$ cat src/rtl/reorder_buffer.sv
// Circular in-order reorder buffer: allocates ROB tags at dispatch, captures
// CDB results, answers operand-readiness queries and retires in program order.
module reorder_buffer #(
    parameter int unsigned ROB_DEPTH = 8,
    parameter int unsigned TAG_W     = 4,
    parameter int unsigned XLEN      = 32,
    parameter int unsigned REG_W     = 5
) (
    input  logic             clk,
    input  logic             reset,
    input  logic             flush,
    input  logic             dispatch_valid,
    input  logic [REG_W-1:0] dispatch_dest_reg,
    input  logic [XLEN-1:0]  dispatch_pc,
    output logic [TAG_W-1:0] alloc_slot,
    output logic             rob_full,
    output logic             rob_empty,
    input  logic             cdb_valid,
    input  logic [TAG_W-1:0] cdb_rob_tag,
    input  logic [XLEN-1:0]  cdb_value,
    input  logic [TAG_W-1:0] query_tag1,
    output logic             query_ready1,
    output logic [XLEN-1:0]  query_value1,
    input  logic [TAG_W-1:0] query_tag2,
    output logic             query_ready2,
    output logic [XLEN-1:0]  query_value2,
    output logic             commit_valid,
    output logic [TAG_W-1:0] commit_tag,
    output logic [REG_W-1:0] commit_dest_reg,
    output logic [XLEN-1:0]  commit_value,
    output logic [XLEN-1:0]  commit_pc
);

    localparam int unsigned PTR_W = $clog2(ROB_DEPTH);
    localparam int unsigned CNT_W = $clog2(ROB_DEPTH + 1);

    typedef struct packed {
        logic [REG_W-1:0] dest_reg;
        logic [XLEN-1:0]  pc;
    } meta_t;

    logic [ROB_DEPTH-1:0] valid_q;
    logic [ROB_DEPTH-1:0] done_q;
    meta_t                meta_q  [ROB_DEPTH];
    logic [XLEN-1:0]      value_q [ROB_DEPTH];
    logic [PTR_W-1:0]     head_q;
    logic [PTR_W-1:0]     tail_q;
    logic [CNT_W-1:0]     count_q;

    logic                 dispatch_fire;
    logic                 commit_fire;
    logic                 cdb_capture;
    logic [PTR_W-1:0]     cdb_idx;

    // Tag 0 means "value in regfile"; tags above ROB_DEPTH name no entry.
    function automatic logic tag_in_range(input logic [TAG_W-1:0] tag);
        return (tag != '0) && (32'(tag) <= ROB_DEPTH);
    endfunction

    function automatic logic [PTR_W-1:0] tag_idx(input logic [TAG_W-1:0] tag);
        return PTR_W'(tag - TAG_W'(1));
    endfunction

    assign rob_full   = (count_q == CNT_W'(ROB_DEPTH));
    assign rob_empty  = (count_q == '0);
    assign alloc_slot = TAG_W'(tail_q) + TAG_W'(1);

    // Dispatch/commit/capture qualification from pre-edge state.
    always_comb begin
        dispatch_fire = dispatch_valid & ~rob_full;
        commit_fire   = valid_q[head_q] & done_q[head_q];
        cdb_idx       = tag_idx(cdb_rob_tag);
        cdb_capture   = cdb_valid && tag_in_range(cdb_rob_tag) && valid_q[cdb_idx]
                        && !(dispatch_fire && (cdb_rob_tag == alloc_slot));
    end

    logic [TAG_W-1:0] q_tag   [2];
    logic             q_ready [2];
    logic [XLEN-1:0]  q_value [2];

    assign q_tag[0]     = query_tag1;
    assign q_tag[1]     = query_tag2;
    assign query_ready1 = q_ready[0];
    assign query_value1 = q_value[0];
    assign query_ready2 = q_ready[1];
    assign query_value2 = q_value[1];

    for (genvar g = 0; g < 2; g++) begin : g_query
        logic [PTR_W-1:0] idx;
        assign idx = tag_idx(q_tag[g]);

        // Operand lookup with same-cycle CDB bypass taking priority.
        always_comb begin
            q_ready[g] = 1'b0;
            q_value[g] = '0;
            if (tag_in_range(q_tag[g]) && valid_q[idx]) begin
                if (cdb_valid && (cdb_rob_tag == q_tag[g])) begin
                    q_ready[g] = 1'b1;
                    q_value[g] = cdb_value;
                end else if (done_q[idx]) begin
                    q_ready[g] = 1'b1;
                    q_value[g] = value_q[idx];
                end
            end
        end
    end

    // Entry state, pointers, occupancy and registered commit port.
    always_ff @(posedge clk or negedge reset) begin
        if (!reset) begin
            valid_q         <= '0;
            done_q          <= '0;
            head_q          <= '0;
            tail_q          <= '0;
            count_q         <= '0;
            commit_valid    <= 1'b0;
            commit_tag      <= '0;
            commit_dest_reg <= '0;
            commit_value    <= '0;
            commit_pc       <= '0;
            for (int i = 0; i < int'(ROB_DEPTH); i++) begin
                meta_q[PTR_W'(i)]  <= '0;
                value_q[PTR_W'(i)] <= '0;
            end
        end else if (flush) begin
            valid_q      <= '0;
            done_q       <= '0;
            head_q       <= '0;
            tail_q       <= '0;
            count_q      <= '0;
            commit_valid <= 1'b0;
        end else begin
            if (dispatch_fire) begin
                valid_q[tail_q]         <= 1'b1;
                done_q[tail_q]          <= 1'b0;
                meta_q[tail_q].dest_reg <= dispatch_dest_reg;
                meta_q[tail_q].pc       <= dispatch_pc;
                tail_q                  <= tail_q + PTR_W'(1);
            end
            if (cdb_capture) begin
                done_q[cdb_idx]  <= 1'b1;
                value_q[cdb_idx] <= cdb_value;
            end
            commit_valid <= commit_fire;
            if (commit_fire) begin
                commit_tag      <= TAG_W'(head_q) + TAG_W'(1);
                commit_dest_reg <= meta_q[head_q].dest_reg;
                commit_value    <= value_q[head_q];
                commit_pc       <= meta_q[head_q].pc;
                valid_q[head_q] <= 1'b0;
                done_q[head_q]  <= 1'b0;
                head_q          <= head_q + PTR_W'(1);
            end
            count_q <= count_q + CNT_W'(dispatch_fire) - CNT_W'(commit_fire);
        end
    end

endmodule

$ cat config.mk
export PLATFORM = sky130hd
export DESIGN_NAME = reorder_buffer
export DESIGN_NICKNAME = d
export VERILOG_FILES = /design/src/rtl/reorder_buffer.sv
export SDC_FILE = /design/constraint.sdc
export NUM_CORES = 1
export LEC_CHECK = 0
export ABC_AREA = 1
export CAP_MARGIN = 10
export CORE_MARGIN = 4
export CORE_UTILIZATION = 45
export CTS_CLUSTER_SIZE = 8
export DETAILED_ROUTE_END_ITERATION = 12
export PLACE_DENSITY = 0.71
export SKIP_LAST_GASP = 1
export SYNTH_ARGS = -nofsm -noshare
export SYNTH_HDL_FRONTEND = slang
export SYNTH_SLANG_ARGS = --single-unit
$ cat constraint.sdc
create_clock -name clk -period 3.9 [get_ports clk]
set_clock_uncertainty 0.2 [all_clocks]
set_input_delay 0.585 -clock clk [delete_from_list [all_inputs] [get_ports clk]]
set_output_delay 0.585 -clock clk [all_outputs]
set_load 0.02 [all_outputs]
Word-level counts from Yosys, hierarchy flattened
Index checks and enable logic that the tools add are counted.
{"block": "word_totals", "register_bits": 652, "inputBits": 86, "elab_cells": 178}
{"block": "classes", "n_addsub": 9, "n_lt_le_gt_ge": 18, "eq_ne": 4, "n_mux": 69, "bitwise_logic": 16, "reduce_logical": 28}
{"op": "bitwise mux 296 bit", "n": 2}
{"op": "two-way mux 32 bit", "n": 14}
{"op": "binary-select mux 32 bit (select 3 bit)", "n": 3}
{"op": "bitwise mux 256 bit", "n": 1}
{"op": "demux 37 bit (select 3 bit)", "n": 2}
{"op": "binary-select mux 37 bit (select 3 bit)", "n": 1}
{"op": "two-way mux 37 bit", "n": 3}
{"op": "demux 32 bit (select 3 bit)", "n": 1}
{"op": "two-way mux 8 bit", "n": 10}
{"op": "AND 8 bit", "n": 3}
{"op": "binary-select mux 1 bit (select 3 bit)", "n": 7}
{"op": ">= comparator 4 bit, second input constant", "n": 5}
{"op": "less-than comparator 3 x 4 -> 1 bit, second input constant", "n": 5}
{"op": "inverter 3 -> 4 bit", "n": 5}
{"op": "two-way mux 1 bit", "n": 17}
{"op": "logical AND 1 bit", "n": 16}
{"op": "inverter 8 bit", "n": 2}
{"op": "bitwise OR 8 bit", "n": 2}
{"op": "equality test 4 bit", "n": 3}
{"op": "less-or-equal comparator 4 bit, second input constant", "n": 3}
{"op": "two-way mux 3 bit", "n": 4}
{"op": "nonzero test 4 bit", "n": 3}
{"op": "demux 1 bit (select 3 bit)", "n": 3}
{"op": ">= comparator 3 x 1 -> 1 bit, second input constant", "n": 3}
{"op": "15 further kinds", "n": 26}

Longest topological paths before layout
Gate-level depths: netlist of the first run.
{"block": "logic_depth", "ltp_word": 14, "depth_mapped": 17}

Worst setup path after synthesis of the first run
No wires, ideal clock.
{"block": "synth_path", "path_kind": "in2reg", "start": "in cdb_rob_tag[0]", "end": "reg value_q[0] (netlist bit), enable pin", "setup_ns": 0.421, "arrival_ns": 3.208, "slack_ns": 0.071, "path_stages": 12, "path_buffers": 2, "path_cell_list": "inv_2 > buf_6 > ha_1 > inv_1 > nand2_1 > nand2_1 > nand2_1 > nand3_1 > nor2_4 > buf_2 > nand2_1 > nor2_1"}
{"block": "synth_via", "elab_chain_cells": 6, "word_cells_on_any_way": 13, "cone_classes": "1 x add/sub; 1 x order compare; 1 x eq/ne; 2 x mux; 8 x reduce/logical"}
{"element": "start, declared", "line_no": "19", "text": "input logic [TAG_W-1:0] cdb_rob_tag,"}
{"element": "subtractor 3 x 1 -> 3 bit, or another cell as far along", "line_no": "61", "text": "return PTR_W'(tag - TAG_W'(1));"}
{"element": "binary-select mux 1 bit (select 3 bit) or logical AND 1 bit (tied branches)", "line_no": "73, 57"}
{"element": "two-way mux 1 bit (implied by the code) or logical AND 1 bit (tied branches)", "line_no": "73", "text": "cdb_capture = cdb_valid && tag_in_range(cdb_rob_tag) && valid_q[cdb_idx]"}
{"element": "logical AND 1 bit", "line_no": "73"}
{"element": "logical AND 1 bit (*)", "line_no": "74", "text": "&& !(dispatch_fire && (cdb_rob_tag == alloc_slot));"}
{"element": "AND reduction 3 bit (no source line) (*)"}
{"element": "end signal, assigned by index", "line_no": "142", "text": "value_q[cdb_idx] <= cdb_value;"}
{"element": "end, declared", "line_no": "45", "text": "logic [XLEN-1:0] value_q [ROB_DEPTH];"}
Mark *: on every way between the ends. The rest lies on a longest branch, timed or not. The select of a mux whose other input is x is not followed.
A chain may end at the register's enable or synchronous reset.

Final worst setup path of the first run
{"block": "layout_path", "start": "in query_tag1[1]", "end": "out query_value1[21]"}
{"block": "layout_via", "elab_chain_cells": 8, "word_cells_on_any_way": 18, "cone_classes": "1 x add/sub; 1 x order compare; 1 x eq/ne; 10 x mux; 1 x bitwise; 4 x reduce/logical"}
{"element": "start, declared", "line_no": "21", "text": "input logic [TAG_W-1:0] query_tag1,"}
{"element": "subtractor 3 x 1 -> 3 bit", "line_no": "61"}
{"element": "inverter 3 -> 4 bit (implied by the code)", "line_no": "102", "text": "q_value[g] = value_q[idx];"}
{"element": "binary-select mux 32 bit (select 3 bit)", "line_no": "102"}
{"element": "two-way mux 32 bit (implied by the code) (2 in a row)", "line_no": "102"}
{"element": "two-way mux 32 bit", "line_no": "100", "text": "end else if (done_q[idx]) begin"}
{"element": "two-way mux 32 bit", "line_no": "97", "text": "if (cdb_valid && (cdb_rob_tag == q_tag[g])) begin"}
{"element": "two-way mux 32 bit (*)", "line_no": "96", "text": "if (tag_in_range(q_tag[g]) && valid_q[idx]) begin"}
{"element": "end, declared", "line_no": "23", "text": "output logic [XLEN-1:0] query_value1,"}
Marks and branches as above.

==> results by group, run 1 <==
GRT
  • First-pass GRT wire length: 182,500 um
  • Total GRT Usage: 0.2882
  • GRT overflow: 0
  • Vias in the first global route: 30,830
  • Initial antenna violation count: 6
  • Largest net degree at the start of global routing: 150

Logic synthesis
  • Simple-gate share of the synthesized area: 0.2250
  • Complex-gate fraction of the synthesized area: 0.1634
  • Net Count, Synth: 4,436
  • Post-synth EDFFs: 276
  • Ys Warns: 0
  • Syn Area/Cell: 7.970 sq um
  • Async S/R FF share, synth: 0.5767
  • Synth Area in Adders: 0.005286
  • Post-synthesis sequential area ratio: 0.5121
  • Mux cell area share after synthesis: 0
  • Xor/xnor share of the synthesized area: 0.002462
  • Combinational family with the most area after synthesis: simple AND/OR/NAND/NOR gates
  • Post-synthesis register bit count: 652
  • Count of different cell masters after synthesis: 41
  • Most common flop cell mapped by yosys: dfrtp_1
  • Cells after synthesis: 4,336
  • Synthesized area: 34,560 sq um

STA
  • Final Hold Fails: 0
  • Min cycle time layout: 3.759 ns
  • Fmax: 266.1 MHz
  • Worst slew margin: 0.3432
  • WHS: 0.1953 ns
  • Final period utilization: 0.9637
  • Final Max Tran Viols: 0
  • Final setup vio count: 0
  • Worst slew pin tran: 0.9838 ns
  • RSZ-0062 raised after global routing: false
  • Setup TNS: 0 ns

Clock tree
  • Sink Count: 652
  • CTS buffer count: 91
  • CTS Root Cell: clkbuf_16
  • CTS max path bufs: 3
  • Worst-Skew Late Latency: 0.65 ns
  • CTS tree: done
  • Clock slew at reported path FFs: 0.05 ns
  • H-tree depth: 3

Critical path
  • Worst R2R Path Depth: 7
  • CP Capture Type: output port
  • CP max-delay cell: clkdlybuf4s50_1
  • Worst Setup SP: query_tag1[1]
  • CP Cell Sequence: clkdlybuf4s50_1 -> inv_1 -> ha_4 -> inv_4 -> buf_12 -> a211oi_1 -> o21ai_0 -> buf_4 -> o21ai_0 -> nor2_1 -> dlygate4sd2_1
  • Crit path launch type: input pin
  • Crit-path leading delay family: buffers and inverters
  • Crit. path cell count: 11
  • Largest stage delay, worst path: 0.49 ns
  • Crit path kind: in -> out
  • Buffers & Inverters on Critical Path: 6
  • Worst r2r src: head_q[0]$_DFFE_PN0P_
  • Most frequent cell on the critical path: o21ai_0
  • CP Max Fanout: 12
  • Crit path arrival time: 2.97 ns
  • Worst EP required: 3.12 ns

Floorplanning
  • Die width: 285.1 um
  • Die Y: 285.1 um
  • Starting Density: 0.4542
  • Top-Level Pins: 232
  • Core Region: 76,080 sq um
  • Rows: 101
  • Die area: 81,290 sq um

Flow run
  • Max_cap viols: 0

Placement
  • Dpl cells: 5,452
  • Final HPWL DP: 71,860 um
  • GP Congestion: 0.9019
  • Buffers on Ports: 231

Power
  • Worst vdd ir: 0.4620 mV
  • P_sw: 6.593 mW
  • Part of the power in registers: 0.430
  • Pint: 14.48 mW
  • Pleak: 18.51 nW
  • Clock power frac: 0.356
  • Gate power share: 0.214
  • Sw frac: 0.3128
  • Pwr Total: 21.08 mW
  • Pwr/cell area: 509.9 nW/um^2

Layout
  • Max reg flops: 296
  • Final Non-Filler Cells: 5,622
  • Reg with most FFs: meta_q
  • NumNets Final: 4,616
  • Layout overhead on the synthesized area: 19.62%
  • Largest regs: meta_q (296), value_q (256)
  • End-of-flow core utilization: 0.5434
  • Fillcell total: 7,000
  • Fraction of layout instances using a drive strength above 1: 0.07432

Detailed routing
  • DR iter-0 viols: 4,087
  • Final Routed Wirelength: 119,800 um
  • Vias per cell: 5.735
  • DRT Pass-1 Iters: 6
  • Total number of vias: 32,240
  • Avg WL per Cell: 21.31 um
  • Post-route ant nets: 0
  • DRC: 0

Outcome
  • Status: finished clean

Hold path
  • Hold Path Class: in -> async
[through the flow]
stage	setup slack (ns)	cell area (sq um)
after floorplan	0.07139	34560
after detailed placement	-0.2100	38650
after global placement	-0.1899	38650
final	0.1415	41340
after global routing	0.002785	41330
after CTS	-0.0001381	41300
[cell families after synthesis]
group / Yosys count
AO/OA/AOI/OAI: 1001
AND/OR/NAND/NOR: 1923
XOR/XNOR: 8
adder cells (fa/ha/maj): 14
flip-flops: 652
buffers and inverters: 738
[cells in the mapped netlist (5+ instances only)]
library cell | n | area, sq um
nand2_1 | 1302 | 4887
o21ai_1 | 33 | 165.2
o21ai_0 | 592 | 2963
buf_1 | 28 | 105.1
inv_2 | 14 | 52.55
buf_4 | 30 | 225.2
o211ai_1 | 120 | 900.9
dfrtp_1 | 376 | 9409
o2111ai_1 | 20 | 175.2
nor2_1 | 401 | 1505
edfxtp_1 | 276 | 8288
buf_2 | 103 | 515.5
nand3_1 | 19 | 95.09
ha_1 | 13 | 162.7
nor2_2 | 5 | 31.28
buf_6 | 21 | 236.5
nand4_1 | 180 | 1126
o22ai_1 | 69 | 431.7
clkbuf_1 | 129 | 484.2
inv_1 | 411 | 1543
a211oi_1 | 59 | 442.9
a21oi_1 | 100 | 500.5
[final cells by class]
| class | instances | area, sq um | share of cell area |
|---|---|---|---|
| repair buffers | 398 | 4141 | 0.1002 |
| diodes | 4 | 10.01 | 0.0002422 |
| multi-input cells | 2946 | 13900 | 0.3364 |
| clock inverters | 7 | 151.4 | 0.003663 |
| inverters | 427 | 1610 | 0.03896 |
| clock buffers | 158 | 2529 | 0.06117 |
| flip-flops and latches | 652 | 17700 | 0.4282 |
| well taps | 1030 | 1289 | 0.03118 |
[worst paths after layout]
check | to | slack [ns]
worst min-delay path | value_q[230]$_DFFE_PN0P_ | 0.20
max in group asynchronous | commit_pc[24]$_DFFE_PN0P_ | 1.57
worst max-delay path | query_value1[21] | 0.14
worst max register to register | commit_pc[18]$_DFFE_PN0P_ | 0.61
worst min register to register | commit_pc[26]$_DFFE_PN0P_ | 0.27
min in group clk | commit_pc[26]$_DFFE_PN0P_ | 0.27
[placed cells by master, fill, tap and decap left out, drive strengths merged, types with 100 or more instances in the layout]
| cell | count |
|---|---|
| nand2 | 1304 |
| o21ai | 625 |
| inv | 429 |
| nor2 | 409 |
| dfrtp | 376 |
| edfxtp | 276 |
| nand4 | 180 |
| buf | 170 |
| clkbuf | 169 |
| clkdlybuf4s50 | 162 |
| o211ai | 120 |
| a21oi | 100 |
[timing repair]
action | CTS | global route
setup endpoints to repair | 63 | 41
buffers inserted | 0 | 0
resized for setup | 45 | 53
hold buffers | 1 | 0
hold endpoints to repair | 19 | 0
[routing by layer]
| metal | global-route usage | share of wire | vias to the layer above |
|---|---|---|---|
| li1 | - | - | 14790 |
| met1 | 0.3691 | 0.38 | 15210 |
| met2 | 0.4658 | 0.46 | 1865 |
| met3 | 0.05492 | 0.10 | 378 |
| met4 | 0.1525 | 0.054 | 2 |
| met5 | 0 | 0.000092 | - |
[power groups by stage]
stage | combinational (mW) | clock [mW] | sequential [mW]
2_1_floorplan | 2.48 | 0 | 9.22
3_3_place_gp | 4.39 | 0 | 9.12
3_5_place_dp | 4.50 | 0 | 9.15
4_1_cts | 4.52 | 7.57 | 9.05
5_1_grt | 5.05 | 7.88 | 9.21
6_report | 4.51 | 7.50 | 9.07
Note: power is estimated with default switching activity, not from simulation.
==> run 2, diff against run 1 <==
Settings changed: PLACE_DENSITY 0.71 to 0.73.
Clock period 3.9 ns to 3.3 ns, I/O delays scaled along.
==> run 2 against run 1 <==
  * Via count grew 1.6%
  * Global-route usage grew 0.49 points
  * Clock power grew 19%
  * Non-clock buffer count grew 95
  * Routed wire length grew 1.4%
  * Critical path type is now reg -> out
  * Largest cell class unchanged
==> results by group, run 2 (synthesis results as in run 1) <==
Layout
  • End-of-flow core utilization: 0.5560
  • Fillcell total: 6,894
  • Fraction of layout instances using a drive strength above 1: 0.1090
  • Largest regs: meta_q (296), value_q (256)
  • Reg with most FFs: meta_q
  • Layout overhead on the synthesized area: 22.40%
  • NumNets Final: 4,711
  • Most frequent cells in the layout: nand2_1, o21ai_0, inv_1
  • Most common cell after layout, fill and taps aside: nand2_1
  • Max reg flops: 296
  • Final Non-Filler Cells: 5,718

Critical path
  • Largest stage delay, worst path: 0.37 ns
  • Worst EP required: 2.60 ns
  • Most frequent cell on the critical path: nand2_1
  • CP Max Fanout: 13
  • CP max-delay cell: dfrtp_1
  • Crit path arrival time: 2.51 ns
  • CP Capture Type: output port
  • CP Cell Sequence: inv_1 -> buf_4 -> o21ai_0 -> nand2_1 -> nand2_1 -> nand2_1 -> nor2_4 -> o21ai_4 -> buf_6 -> buf_12 -> nor2_1 -> clkdlybuf4s15_2
  • Buffers & Inverters on Critical Path: 5
  • Crit path kind: reg -> out
  • Crit path launch type: register
  • Crit-path leading delay family: buffers and inverters

Detailed routing
  • DRT Pass-1 Iters: 7
  • Total number of vias: 32,760
  • Vias per cell: 5.728
  • DR iter-0 viols: 3,771
  • Post-route ant nets: 0
  • DRC: 0
  • Avg WL per Cell: 21.25 um
  • Final Routed Wirelength: 121,500 um

Floorplanning
  • Die area: 81,290 sq um
  • Rows: 101
  • Starting Density: 0.4542
  • Top-Level Pins: 232
  • Die width: 285.1 um
  • Die Y: 285.1 um
  • Core Region: 76,080 sq um

GRT
  • GRT overflow: 0
  • Total GRT Usage: 0.2931
  • Largest net degree at the start of global routing: 144
  • First-pass GRT wire length: 186,100 um
  • Initial antenna violation count: 3
  • Vias in the first global route: 31,890

Power
  • Worst vdd ir: 0.4277 mV
  • Pwr/cell area: 596.1 nW/um^2
  • Pleak: 18.66 nW
  • Pwr Total: 25.22 mW

STA
  • Final Max Tran Viols: 0
  • Worst slew pin tran: 0.9040 ns
  • Final setup vio count: 0
  • Final period utilization: 0.9702
  • Fmax: 312.3 MHz
  • Min cycle time layout: 3.202 ns
  • Final Hold Fails: 0
  • Worst slew margin: 0.3973

Clock tree
  • CTS buffer count: 91
  • Clock slew at reported path FFs: 0.05 ns
  • Sink Count: 652
  • CTS max path bufs: 3
  • Worst-Skew Late Latency: 0.66 ns
  • CTS tree: done
  • CTS Root Cell: clkbuf_16
  • H-tree depth: 3

Placement
  • Final HPWL DP: 74,880 um
  • GP Congestion: 0.9434
  • Buffers on Ports: 231
  • Dpl cells: 5,524

Hold path
  • Hold Path Class: in -> async

Flow run
  • Max_cap viols: 0

Outcome
  • Status: finished clean
run 2: layout make-up:
cell class                 count  area (sq um)  share of cell area
tap                         1030          1289             0.03047
sequential                   652         17700              0.4185
multi-input combinational   2946         13970              0.3303
clock inverter                 7         155.1            0.003668
antenna                        2         5.005           0.0001183
inverter                     427          1613             0.03813
clock buffer                 161          2540             0.06005
timing repair buffer         493          5022              0.1187
run 2: power breakdown:
| group | internal (mW) | switching, mW |
|---|---|---|
| Clock | 5.22 | 3.71 |
| Combinational | 2.23 | 3.33 |
| Sequential | 9.84 | 0.901 |
| Total | 17.3 | 7.94 |
run 2: path summary, 6_finish.rpt:
kind,from,endpoint,slack (ns),cells after the start
max reg2reg,head_q[2]$_DFFE_PN0P_,commit_pc[18]$_DFFE_PN0P_,0.30,10
max in group asynchronous,reset,commit_pc[10]$_DFFE_PN0P_,1.55,3
min,reset,commit_value[31]$_DFFE_PN0P_,0.14,2
min reg2reg,commit_value[21]$_DFFE_PN0P_,commit_value[21]$_DFFE_PN0P_,0.27,2
max,valid_q[1]$_DFF_PN0_,query_value1[26],0.1,12
min in group clk,commit_value[21]$_DFFE_PN0P_,commit_value[21]$_DFFE_PN0P_,0.27,2
run 2: timing repair:
action / 4_1_cts / 5_1_grt
pin swaps: 4 / 3
resized for setup: 215 / 79
buffers inserted: 16 / 2
gates cloned: 5 / 0
hold buffers: 1 / 0
endpoints found under the hold margin: 158 / 0
endpoints found under the setup margin: 66 / 65
run 2: layer usage:
metal,global-route usage,part of all wire,up-vias,routed length (um)
li1,-,-,14990,-
met1,0.3632,0.37,15300,44440
met2,0.4746,0.46,2017,56300
met3,0.06179,0.11,443,12860
met4,0.1728,0.065,2,7873
met5,0,0.00011,-,13
run 2: stage by stage:
| stage | instance area [sq um] | worst slack, ns | setup TNS [ns] | hold slack, ns |
|---|---|---|---|---|
| 2_1_floorplan | 34590 | -0.4386 | -42.11 | -0.0005910 |
| 3_3_place_gp | 39410 | -0.5527 | -32.28 | 0.1786 |
| 4_1_cts | 42360 | -0.1876 | -0.7381 | 0.1273 |
| 6_report | 42300 | 0.09842 | 0 | 0.1434 |
| 3_5_place_dp | 39410 | -0.5451 | -35.05 | 0.1811 |
| 5_1_grt | 42290 | -0.002753 | -0.002753 | 0.1505 |
